File: src/rtl/jtag_types_pkg.sv
// Shared JTAG types: IEEE 1149.1 TAP states, sequencer op/state encodings
// and the TAP next-state function used by both tap_ctrl and the sequencer.
package jtag_types_pkg;

  typedef enum logic [3:0] {
    TEST_LOGIC_RESET = 4'h0,
    RUN_TEST_IDLE    = 4'h1,
    SELECT_DR        = 4'h2,
    CAPTURE_DR       = 4'h3,
    SHIFT_DR         = 4'h4,
    EXIT1_DR         = 4'h5,
    PAUSE_DR         = 4'h6,
    EXIT2_DR         = 4'h7,
    UPDATE_DR        = 4'h8,
    SELECT_IR        = 4'h9,
    CAPTURE_IR       = 4'hA,
    SHIFT_IR         = 4'hB,
    EXIT1_IR         = 4'hC,
    PAUSE_IR         = 4'hD,
    EXIT2_IR         = 4'hE,
    UPDATE_IR        = 4'hF
  } state_t;

  typedef enum logic [1:0] {
    OP_RESET   = 2'd0,
    OP_IDLE    = 2'd1,
    OP_IR_SCAN = 2'd2,
    OP_DR_SCAN = 2'd3
  } seq_op_t;

  typedef enum logic [2:0] {
    SQ_IDLE, SQ_PRE, SQ_NAV, SQ_SHIFT, SQ_POST, SQ_WAIT, SQ_RST, SQ_RSP
  } seq_state_t;

  localparam int RESET_TMS_CYCLES = 5;

  function automatic state_t tap_next(input state_t s, input logic tms);
    case (s)
      TEST_LOGIC_RESET: return tms ? TEST_LOGIC_RESET : RUN_TEST_IDLE;
      RUN_TEST_IDLE:    return tms ? SELECT_DR : RUN_TEST_IDLE;
      SELECT_DR:        return tms ? SELECT_IR : CAPTURE_DR;
      CAPTURE_DR:       return tms ? EXIT1_DR  : SHIFT_DR;
      SHIFT_DR:         return tms ? EXIT1_DR  : SHIFT_DR;
      EXIT1_DR:         return tms ? UPDATE_DR : PAUSE_DR;
      PAUSE_DR:         return tms ? EXIT2_DR  : PAUSE_DR;
      EXIT2_DR:         return tms ? UPDATE_DR : SHIFT_DR;
      UPDATE_DR:        return tms ? SELECT_DR : RUN_TEST_IDLE;
      SELECT_IR:        return tms ? TEST_LOGIC_RESET : CAPTURE_IR;
      CAPTURE_IR:       return tms ? EXIT1_IR  : SHIFT_IR;
      SHIFT_IR:         return tms ? EXIT1_IR  : SHIFT_IR;
      EXIT1_IR:         return tms ? UPDATE_IR : PAUSE_IR;
      PAUSE_IR:         return tms ? EXIT2_IR  : PAUSE_IR;
      EXIT2_IR:         return tms ? UPDATE_IR : SHIFT_IR;
      UPDATE_IR:        return tms ? SELECT_DR : RUN_TEST_IDLE;
      default:          return TEST_LOGIC_RESET;
    endcase
  endfunction

endpackage

File: src/rtl/tap_state_model.sv
// Registered mirror of the target TAP controller state, driven by the same
// TMS stream the TAP sees.
module tap_state_model
  import jtag_types_pkg::*;
(
  input  logic   TCK,
  input  logic   TRST,
  input  logic   TMS,
  output state_t state
);

  always_ff @(posedge TCK) begin
    if (TRST) state <= TEST_LOGIC_RESET;
    else      state <= tap_next(state, TMS);
  end

endmodule

File: src/rtl/jtag_tap_sequencer.sv
// Command engine that walks a JTAG TAP along fixed TMS paths, shifts TDI
// payloads LSB-first and returns captured TDO over a valid/ready response.
module jtag_tap_sequencer
  import jtag_types_pkg::*;
#(
  parameter int MAX_LEN = 32,
  parameter int LEN_W   = $clog2(MAX_LEN + 1)
) (
  input  logic               TCK,
  input  logic               TRST,
  input  logic               cmd_valid,
  output logic               cmd_ready,
  input  logic [1:0]         cmd_op,
  input  logic [LEN_W-1:0]   cmd_len,
  input  logic [MAX_LEN-1:0] cmd_data,
  output logic               rsp_valid,
  input  logic               rsp_ready,
  output logic [MAX_LEN-1:0] rsp_data,
  output logic               rsp_err,
  output logic               TMS,
  output logic               TDI,
  input  logic               TDO,
  output state_t             tap_state,
  output logic               busy
);

  seq_state_t         seq_reg, seq_next;
  logic [LEN_W-1:0]   cnt_reg, cnt_next;
  seq_op_t            op_reg;
  logic [LEN_W-1:0]   len_reg;
  logic [MAX_LEN-1:0] data_reg;
  logic [MAX_LEN-1:0] cap_reg;
  logic               err_reg;
  logic               tms_reg, tms_next;
  logic               tdi_reg, tdi_next;
  state_t             tap_nxt;
  logic               accept, len_ok, is_scan, tlr_next;

  tap_state_model u_tap (
    .TCK   (TCK),
    .TRST  (TRST),
    .TMS   (tms_reg),
    .state (tap_state)
  );

  // TAP state that will hold after the current edge; all TMS decisions use it
  assign tap_nxt  = tap_next(tap_state, tms_reg);
  assign tlr_next = (tap_nxt == TEST_LOGIC_RESET);
  assign accept   = cmd_valid && cmd_ready;
  assign is_scan  = cmd_op[1];
  assign len_ok   = (cmd_len != '0) && (cmd_len <= LEN_W'(MAX_LEN));

  always_ff @(posedge TCK) begin
    if (TRST) begin
      seq_reg  <= SQ_IDLE;
      cnt_reg  <= '0;
      tms_reg  <= 1'b1;
      tdi_reg  <= 1'b0;
      op_reg   <= OP_RESET;
      len_reg  <= '0;
      data_reg <= '0;
      cap_reg  <= '0;
      err_reg  <= 1'b0;
    end else begin
      seq_reg <= seq_next;
      cnt_reg <= cnt_next;
      tms_reg <= tms_next;
      tdi_reg <= tdi_next;
      if (accept) begin
        op_reg   <= seq_op_t'(cmd_op);
        len_reg  <= cmd_len;
        data_reg <= cmd_data;
        cap_reg  <= '0;
        err_reg  <= is_scan && !len_ok;
      end else if (seq_reg == SQ_SHIFT &&
                   (tap_state == SHIFT_DR || tap_state == SHIFT_IR)) begin
        cap_reg <= cap_reg | (MAX_LEN'(TDO) << cnt_reg);
      end
    end
  end

  always_comb begin
    seq_next = seq_reg;
    cnt_next = cnt_reg;
    case (seq_reg)
      SQ_IDLE: begin
        cnt_next = '0;
        if (accept) begin
          case (seq_op_t'(cmd_op))
            OP_RESET: seq_next = SQ_RST;
            OP_IDLE:  seq_next = (cmd_len == '0) ? SQ_RSP : (tlr_next ? SQ_PRE : SQ_WAIT);
            default:  seq_next = !len_ok ? SQ_RSP : (tlr_next ? SQ_PRE : SQ_NAV);
          endcase
        end
      end
      SQ_PRE: begin
        cnt_next = '0;
        seq_next = (op_reg == OP_IDLE) ? SQ_WAIT : SQ_NAV;
      end
      SQ_NAV: begin
        if (cnt_reg == ((op_reg == OP_IR_SCAN) ? LEN_W'(3) : LEN_W'(2))) begin
          seq_next = SQ_SHIFT;
          cnt_next = '0;
        end else cnt_next = cnt_reg + 1'b1;
      end
      SQ_SHIFT: begin
        if (cnt_reg == len_reg - 1'b1) begin
          seq_next = SQ_POST;
          cnt_next = '0;
        end else cnt_next = cnt_reg + 1'b1;
      end
      SQ_POST: begin
        if (cnt_reg == LEN_W'(1)) seq_next = SQ_RSP;
        else                      cnt_next = cnt_reg + 1'b1;
      end
      SQ_WAIT: begin
        if (cnt_reg == len_reg - 1'b1) seq_next = SQ_RSP;
        else                           cnt_next = cnt_reg + 1'b1;
      end
      SQ_RST: begin
        if (cnt_reg == LEN_W'(RESET_TMS_CYCLES - 1)) seq_next = SQ_RSP;
        else                                          cnt_next = cnt_reg + 1'b1;
      end
      SQ_RSP:  if (rsp_ready) seq_next = SQ_IDLE;
      default: seq_next = SQ_IDLE;
    endcase
  end

  // TMS/TDI are registered, so they are derived from the state being entered
  always_comb begin
    tms_next = tlr_next;
    tdi_next = 1'b0;
    case (seq_next)
      SQ_PRE:   tms_next = 1'b0;
      SQ_NAV:   tms_next = (cnt_next == '0) ||
                           (op_reg == OP_IR_SCAN && cnt_next == LEN_W'(1));
      SQ_SHIFT: begin
        tms_next = (cnt_next == len_reg - 1'b1);
        tdi_next = |(data_reg & (MAX_LEN'(1) << cnt_next));
      end
      SQ_POST:  tms_next = (cnt_next == '0);
      SQ_WAIT:  tms_next = 1'b0;
      SQ_RST:   tms_next = 1'b1;
      default:  tms_next = tlr_next;
    endcase
  end

  assign cmd_ready = (seq_reg == SQ_IDLE);
  assign rsp_valid = (seq_reg == SQ_RSP);
  assign busy      = (seq_reg != SQ_IDLE);
  assign rsp_data  = cap_reg;
  assign rsp_err   = err_reg;
  assign TMS       = tms_reg;
  assign TDI       = tdi_reg;

endmodule
File: config.mk
export PLATFORM = sky130hd
export DESIGN_NAME = jtag_tap_sequencer
export DESIGN_NICKNAME = d
export VERILOG_FILES = /design/src/rtl/jtag_types_pkg.sv /design/src/rtl/tap_state_model.sv /design/src/rtl/jtag_tap_sequencer.sv
export SDC_FILE = /design/constraint.sdc
export NUM_CORES = 1
export LEC_CHECK = 0
export CORE_MARGIN = 2
export CORE_UTILIZATION = 50
export CTS_CLUSTER_SIZE = 14
export DETAILED_ROUTE_END_ITERATION = 8
export GPL_TIMING_DRIVEN = 0
export PLACE_DENSITY = 0.77
export SKIP_CTS_REPAIR_TIMING = 1
export SYNTH_ARGS = -nofsm -noshare
export SYNTH_HDL_FRONTEND = slang
export SYNTH_HIERARCHICAL = 1
export SYNTH_SLANG_ARGS = --single-unit
File: constraint.sdc
create_clock -name TCK -period 4.95 [get_ports TCK]
set_input_delay 0.495 -clock TCK [delete_from_list [all_inputs] [get_ports TCK]]
set_output_delay 0.495 -clock TCK [all_outputs]
set_load 0.02 [all_outputs]
Yosys cells after proc, flatten, opt, wreduce, memory -nomap -nowiden
Cells that the tools add are included.
Storage, ports and cells
  bits in latches: 0
  memories: 0
  bits in read-only memories: 0
  output and inout port bits: 42
  bits in writable memories: 0
  bits in registers: 88
  word-level logic and storage cells: 114
  input bits: 45
Cells by class
  order comparisons: 1
  bitwise operators: 3
  shift operators: 2
  eq/ne operators: 37
  $mul: 0
  reductions and logical operators: 24
  div/mod/pow operators: 0
  muxes and demuxes: 35
  add/sub/neg operators: 2
Operators with widths (number)
  one-hot mux 4 bit (12 select lines): 1
  two-way mux 3 bit: 13
  one-hot mux 6 bit (6 select lines): 1
  AND 32 bit: 1
  == test 4 bit (second input constant): 8
  bitwise OR 32 bit: 1
  OR reduction 32 bit: 1
  << shifter 1 x 6 -> 32 bit: 1
  << shifter 1 x 6 -> 32 bit (first input constant): 1
  two-way mux 6 bit: 5
  one-hot mux 3 bit (8 select lines): 1
  == test 3 bit (second input constant): 7
  == test 4 x 3 -> 1 bit (second input constant): 4
  two-way mux 4 bit: 4
  == test 3 x 2 -> 1 bit (second input constant): 4
  == test 6 x 1 -> 1 bit (second input constant): 2
  == test 6 bit: 2
  zero test 6 bit: 2
  OR reduction 2 bit: 6
  == test 4 x 2 -> 1 bit (second input constant): 2
  zero test 4 bit: 2
  two-way mux 2 bit: 4
  adder 6 x 1 -> 6 bit (second input constant): 1
  == test 3 x 1 -> 1 bit (second input constant): 2
  other kinds (19): 28

Depth between registers and ports, before layout
Gate-level depths: netlist (run 1).
  depth in word-level cells: 12
  depth in mapped cells: 18
  depth with buffers taken out: 17

Hierarchy
The synthesis (run 1) kept the hierarchy.
By module, submodules not included
  jtag_tap_sequencer: area each 4317.9 um2, cells an instance 552, times used 1, sequential area each 1681.6 um2
  tap_state_model: area each 331.6 um2, cells an instance 39, times used 1, sequential area each 80.1 um2

Worst setup path after synthesis (run 1)
Ideal clock, no wire load.
  kind: register to register
  from: register len_reg[0]
  to: register tdi_reg, in the netlist TDI
  stages on the path, launching flop included: 19
  setup time: 0.127 ns
  period minus slack after synthesis: 3.719 ns
  data required time: 4.823 ns
  path buffers: 1
  slack: 1.231 ns
  data arrival time: 3.591 ns
  path through: dfxtp_1 inv_1 ha_1 xor3_1 nor3_1 and3_4 buf_6 nand2_1 ha_1 mux2i_1 o22ai_1 and2_1 or2_2 nor2_1 nor2_1 a22o_1 mux2_2 o311ai_1 o21ai_1
On the way
  longest elaborated chain between the ends: 7
  elaborated cells between the ends (all ways): 14
Ends and longest elaborated chain
  start: declaration: line jtag_tap_sequencer.sv:30  | logic [LEN_W-1:0] len_reg;
  start signal: assignment: line jtag_tap_sequencer.sv:71  | len_reg <= cmd_len;
  subtractor 6 x 1 -> 6 bit *: line jtag_tap_sequencer.sv:107, jtag_tap_sequencer.sv:117
  == test 6 bit *: line jtag_tap_sequencer.sv:107, jtag_tap_sequencer.sv:117
  two-way mux 6 bit, or another cell as far along: line jtag_tap_sequencer.sv:117  | if (cnt_reg == len_reg - 1'b1) seq_next = SQ_RSP;
  one-hot mux 6 bit (6 select lines) or one-hot mux 3 bit (8 select lines) (tied branches): line jtag_tap_sequencer.sv:85  | case (seq_reg)
  << shifter 1 x 6 -> 32 bit or == test 3 x 2 -> 1 bit (tied branches): line jtag_tap_sequencer.sv:139, jtag_tap_sequencer.sv:133
  AND 32 bit or inverter 1 bit (tied branches)
  OR reduction 32 bit or OR reduction 2 bit (tied branches)
  end signal: assignment: line jtag_tap_sequencer.sv:68  | tdi_reg <= tdi_next;
  end: declaration: line jtag_tap_sequencer.sv:35  | logic tdi_reg, tdi_next;
Mark *: on every way between the ends. The rest lies on a longest branch, timed or not.
A chain may end at the register's enable or synchronous reset.

Worst setup path after layout (run 1)
Ends and elaborated chain as after synthesis.

==> results of run 1 <==
==> per-stage QoR <==
stage          hold slack (ns)  std cells  utilization, %
2_1_floorplan           0.4319        591               -
3_3_place_gp            0.4415        788           62.02
3_5_place_dp            0.4478        788           62.02
4_1_cts                 0.4607        804           64.26
5_1_grt                 0.4815        804           64.26
6_report                0.4584        804           64.26
==> worst max-delay path: stages, from the launching register on <==
cell and delay [ns]:
dfxtp_1 0.44, inv_1 0.11, ha_1 0.26, xor3_1 0.37
nor3_1 0.20, and3_4 0.22, buf_6 0.12, nand2_1 0.06
ha_1 0.21, mux2i_1 0.14, o22ai_1 0.10, and2_1 0.22
or2_2 0.34, nor2_1 0.47, nor2_1 0.12, a22o_1 0.26
mux2_2 0.26, o311ai_1 0.25, o21ai_1 0.12
==> routing by layer <==
metal  up-vias  routed length [um]  part of all wire (%)
li1       2259                   -                     -
met1      2141                5473                    45
met2       174                5765                    47
met3        23                 763                   6.2
met4         0                 259                   2.1
met5         -                   0                     0
==> cell families (layout without fill, tap and decap cells) <==
family	Yosys count	in the layout	share of synthesized area [%]
and+or+nand+nor	245	245	24.73
muxes	17	17	3.767
adders and majority gates	5	5	1.346
xor gates and xnor gates	20	20	4.386
AOI/OAI and AO/OA	161	161	22.39
buffers and inverters	55	157	5.490
DFF	88	88	37.89
==> layout make-up <==
type                            count  area [um2]
Buffer                             41       202.7
Clock buffer                        9       123.9
Clock inverter                      7       80.08
Fill cell                         813        3256
Inverter                           14       52.55
Multi-Input combinational cell    448        2633
Sequential cell                    88        1762
Tap cell                          111       138.9
Timing Repair Buffer               86       860.8
==> synthesized netlist by cell type (3+ instances only) <==
cell      count  area, um2
buf_2         5      25.02
a211o_1       3      26.28
xor2_1        7      61.31
nand3_1      12      60.06
o21a_1        3      22.52
o21ai_0       6      30.03
buf_1         3      11.26
nor2_1       64      240.2
nor2b_1       3      18.77
xnor2_1      11      96.34
nand2_1     106      397.9
buf_6         3      33.78
nand2b_1      9      56.30
a21oi_1      90      450.4
ha_1          5      62.56
nor3b_1       3      22.52
o211ai_1      6      45.04
nand4_1       3      18.77
a31oi_1       7      43.79
nor3_1       10      50.05
o221ai_1      3      26.28
mux2_2        4      45.04
inv_1        14      52.55
mux2i_1      13      130.1
dfxtp_1      88       1762
a22o_1        3      26.28
o21ai_1       4      20.02
and2_1        6      37.54
or3_1         3      18.77
clkbuf_1     28      105.1
and3_1        6      37.54
nand3b_1      3      22.52
a211oi_1      5      37.54
==> power by group <==
part / internal (mW) / switching, mW
Sequential: 0.805 / 0.0771
Clock: 0.240 / 0.276
Combinational: 0.523 / 0.803
==> worst paths after layout <==
path | startpoint | endpoint | slack, ns | cells past startpoint
max | len_reg[0] | TDI | 0.57 | 18
min | data_reg[16] | data_reg[16] | 0.46 | 2
max reg2reg | len_reg[0] | TDI | 0.57 | 18
min reg2reg | data_reg[16] | data_reg[16] | 0.46 | 2
==> out/metrics.yaml, run 1 <==
status: "complete, no violations"
placedInstanceArea_um2: 5649
start_util_pct: 51.04
fin_crit_ns: 4.385
grt_pass1_vias: 4290
cts.clk_slew.worst_paths_ns: 0.09
hold_viol_final: 0
core_area_um2: 9109
ys_seq_area_share_pct: 37.89
die_h_um: 100.4
syn_nets: 641
root_buffer: "clkbuf_8"
p_per_area_nw_per_um2: 465.4
worstSetupPathType: "flop to flop"
layout-drive-gt1-share_pct: 6.782
fmax_mhz: 228.1
drt-vias-per-instance: 5.718
dp_hpwl_mm: 9.215
synth_cells: 591
cap_violations: 0
final_common_cell: "nand2_1"
grt_usage_pct: 24.67
diodes: 0
worst_slew_pin_slew_ns: 0.7281
met2_usage_pct: 41.15
synthArstFlopShare_pct: 0
final_cell_mix: "nand2_1, a21oi_1, dfxtp_1, clkdlybuf4s50_1, nor2_1"
grt_pass1_wl_mm: 20.11
rows: 35
synth_edf_count: 0
place_congestion: 0.8785
slew_headroom_pct: 51.17
drt-total-wl_mm: 12.26
cp-start-kind: "flop"
syn_area_per_cell_um2: 7.867
end_kind: "flop"
dr.pass1.iters: 4
grt_antenna_before_repair: 0
synth_ff_type: "dfxtp_1"
die_w_um: 100.4
nets: 738
tns_ns: 0
setup_viol: 0
numCtsBuffers: 9
io_buffers: 86
cp.required_ns: 5.18
grt_max_degree: 17
wl_per_cell_um: 15.25
hp-class: "flop to flop"
finalMaxSlewViolations: 0
clkSinkCount: 88
leakagePower_nw: 2.111
die_area_um2: 10090
rsz0062_at_grt: "no"
top_usage_layer: "met2"
clk_path_buf_depth: 2
dp_slack_ns: 0.6641
synthToLayoutAreaGrowth_pct: 25.89
worstPathMaxFanout: 7
ios: 87
fin_crit_sh_pct: 88.58
cts_tree: "done"
vdd_drop_max_v: 0.0002508
ys_ff_latch: 88
grtUsageMet1_pct: 32.18
syn-cell-area_um2: 4649
clock_skew_ns: 0.01235
drc_errors: 0
grt-ovfl-total: 0
htree_num_levels: 3
ys_warn_count: 6
clk_latency_ns: 0.35
final_area_um2: 5853
vias: 4597
antenna_left: 0
synth_cell_type_count: 75
first_iter_violations: 257
critPathArrivalTime_ns: 4.61
fin_ws_ns: 0.5651
use_met3_pct: 4.457
power.total_mw: 2.724
No activity file was read; power rests on OpenSTA's default activity.
==> run 2, diff against run 1 <==
--- a/config.mk
+++ b/config.mk
@@ -6,11 +6,11 @@
 export NUM_CORES = 1
 export LEC_CHECK = 0
 export CORE_MARGIN = 2
-export CORE_UTILIZATION = 50
+export CORE_UTILIZATION = 53
 export CTS_CLUSTER_SIZE = 14
 export DETAILED_ROUTE_END_ITERATION = 8
 export GPL_TIMING_DRIVEN = 0
-export PLACE_DENSITY = 0.77
+export PLACE_DENSITY = 0.81
 export SKIP_CTS_REPAIR_TIMING = 1
 export SYNTH_ARGS = -nofsm -noshare
 export SYNTH_HDL_FRONTEND = slang
==> run 2 against run 1 <==
Compared with the run above:
- combinational power barely moved
- critical path type unchanged
- sequential power about the same
- worst hold slack gained 0.0031 ns
==> out/metrics.yaml, run 2 (synthesized netlist as in run 1, its figures left out) <==
final_common_cell: "nand2_1"
cpMaxStageDelayCell: "dfxtp_1"
vias: 4527
clk_latency_ns: 0.37
grt-ovfl-total: 0
worstPathMaxFanout: 7
clk_path_buf_depth: 2
hold_viol_final: 0
start_util_pct: 54.11
worstSetupPathType: "flop to flop"
cp-start-kind: "flop"
grt_max_degree: 18
end_kind: "flop"
finalMaxSlewViolations: 0
final_area_um2: 5832
numCtsBuffers: 9
grt_pass1_vias: 4277
fin_ws_ns: 0.6174
ff2ff_path_depth: 18
die_h_um: 97.66
first_iter_violations: 256
core_area_um2: 8593
antenna_left: 0
worst_slew_pin_slew_ns: 0.7625
final_cell_mix: "nand2_1, a21oi_1, dfxtp_1, clkdlybuf4s50_1, nor2_1"
status: "complete, no violations"
fin_crit_ns: 4.333
diodes: 0
fmax_mhz: 230.8
htree_num_levels: 3
die_area_um2: 9537
cp.required_ns: 5.19
rows: 34
fin_crit_sh_pct: 87.53
nets: 738
drt-total-wl_mm: 12.11
hp-start: "rsp_err"
hold-path-cell-count: 2
clkSinkCount: 88
cts_tree: "done"
place_congestion: 0.9740
reg2reg_from: "len_reg[0]"
cp-startpoint: "len_reg[0]"
vdd_drop_max_v: 0.0002225
placedInstanceArea_um2: 5645
cap_violations: 0
io_buffers: 86
clock_skew_ns: 0.01145
hp-class: "flop to flop"
dr.pass1.iters: 5
critPathArrivalTime_ns: 4.57
grt_usage_pct: 25.73
grt_pass1_wl_mm: 20.27
setup_viol: 0
worstPathCellList: "inv_1 -> ha_1 -> xor3_1 -> nor3_1 -> and3_4 -> buf_6 -> nand2_1 -> ha_1 -> mux2i_1 -> o22ai_1 -> and2_1 -> or2_2 -> nor2_1 -> nor2_1 -> a22o_1 -> mux2_2 -> o311ai_1 -> o21ai_1"
ios: 87
grt_antenna_before_repair: 0
dp_hpwl_mm: 9.237
critPathMaxStageDelay_ns: 0.44
cts.clk_slew.worst_paths_ns: 0.09
drt-vias-per-instance: 5.652
dp_slack_ns: 0.7193
layout-drive-gt1-share_pct: 6.782
leakagePower_nw: 2.101
wl_per_cell_um: 15.12
slew_headroom_pct: 48.63
root_buffer: "clkbuf_8"
r2r_slack_ns: 0.62
synthToLayoutAreaGrowth_pct: 25.43
rsz0062_at_grt: "no"
tns_ns: 0
p_per_area_nw_per_um2: 459.0
drc_errors: 0
die_w_um: 97.66
==> run 2: area by class of cell <==
class	instances	area, um2
inverters	14	52.55
plain buffers	41	202.7
fillers	742	2761
flip-flops and latches	88	1762
repair buffers	86	860.8
clock inverters	7	62.56
multi-input cells	448	2633
clock buffers	9	123.9
well taps	108	135.1
==> run 2: where the power goes <==
group / total (mW) / switching (mW) / internal [mW]
Clock: 0.486 / 0.292 / 0.194
Sequential: 0.880 / 0.0750 / 0.805
Combinational: 1.31 / 0.787 / 0.523
Total: 2.68 / 1.15 / 1.52
==> run 2: per-stage QoR <==
stage / utilization, % / total power [mW] / std cells / hold slack, ns
2_1_floorplan: - / 1.842 / 591 / 0.4319
3_3_place_gp: 65.70 / 2.166 / 785 / 0.4411
3_5_place_dp: 65.70 / 2.192 / 785 / 0.4485
4_1_cts: 67.87 / 2.673 / 801 / 0.4621
5_1_grt: 67.87 / 2.870 / 801 / 0.4769
6_report: 67.87 / 2.677 / 801 / 0.4615
==> run 2: routing by layer <==
| metal | share of wire (%) | up-vias | track usage [%] | wire length (um) |
|---|---|---|---|---|
| met5 | 0 | - | 0 | 0 |
| met4 | 1.5 | 0 | 7.372 | 183 |
| met3 | 5.1 | 18 | 4.317 | 623 |
| met2 | 48 | 138 | 44.30 | 5855 |
| met1 | 45 | 2110 | 33.21 | 5451 |
| li1 | - | 2261 | - | - |
==> run 2: path summary, 6_finish.rpt <==
check / to
max: TDI
min: rsp_err
max reg2reg: TDI
min reg2reg: rsp_err
==> run 2: worst max-delay path: cells and delay by family (launching register included) <==
kind	cells	cell delay, ns
AND/OR/NAND/NOR	7	1.59
flip-flops	1	0.44
multiplexers	2	0.37
AO/OA/AOI/OAI	4	0.76
XOR/XNOR	1	0.37
adder cells (fa/ha/maj)	2	0.46
buffers and inverters	2	0.22
==> run 3, diff against run 2 <==
--- a/config.mk
+++ b/config.mk
@@ -5,6 +5,7 @@
 export SDC_FILE = /design/constraint.sdc
 export NUM_CORES = 1
 export LEC_CHECK = 0
+export CAP_MARGIN = 20
 export CORE_MARGIN = 2
 export CORE_UTILIZATION = 53
 export CTS_CLUSTER_SIZE = 14
==> results of run 3 <==
Same layout as run 2: the final DEF is identical, and so are final timing and power.
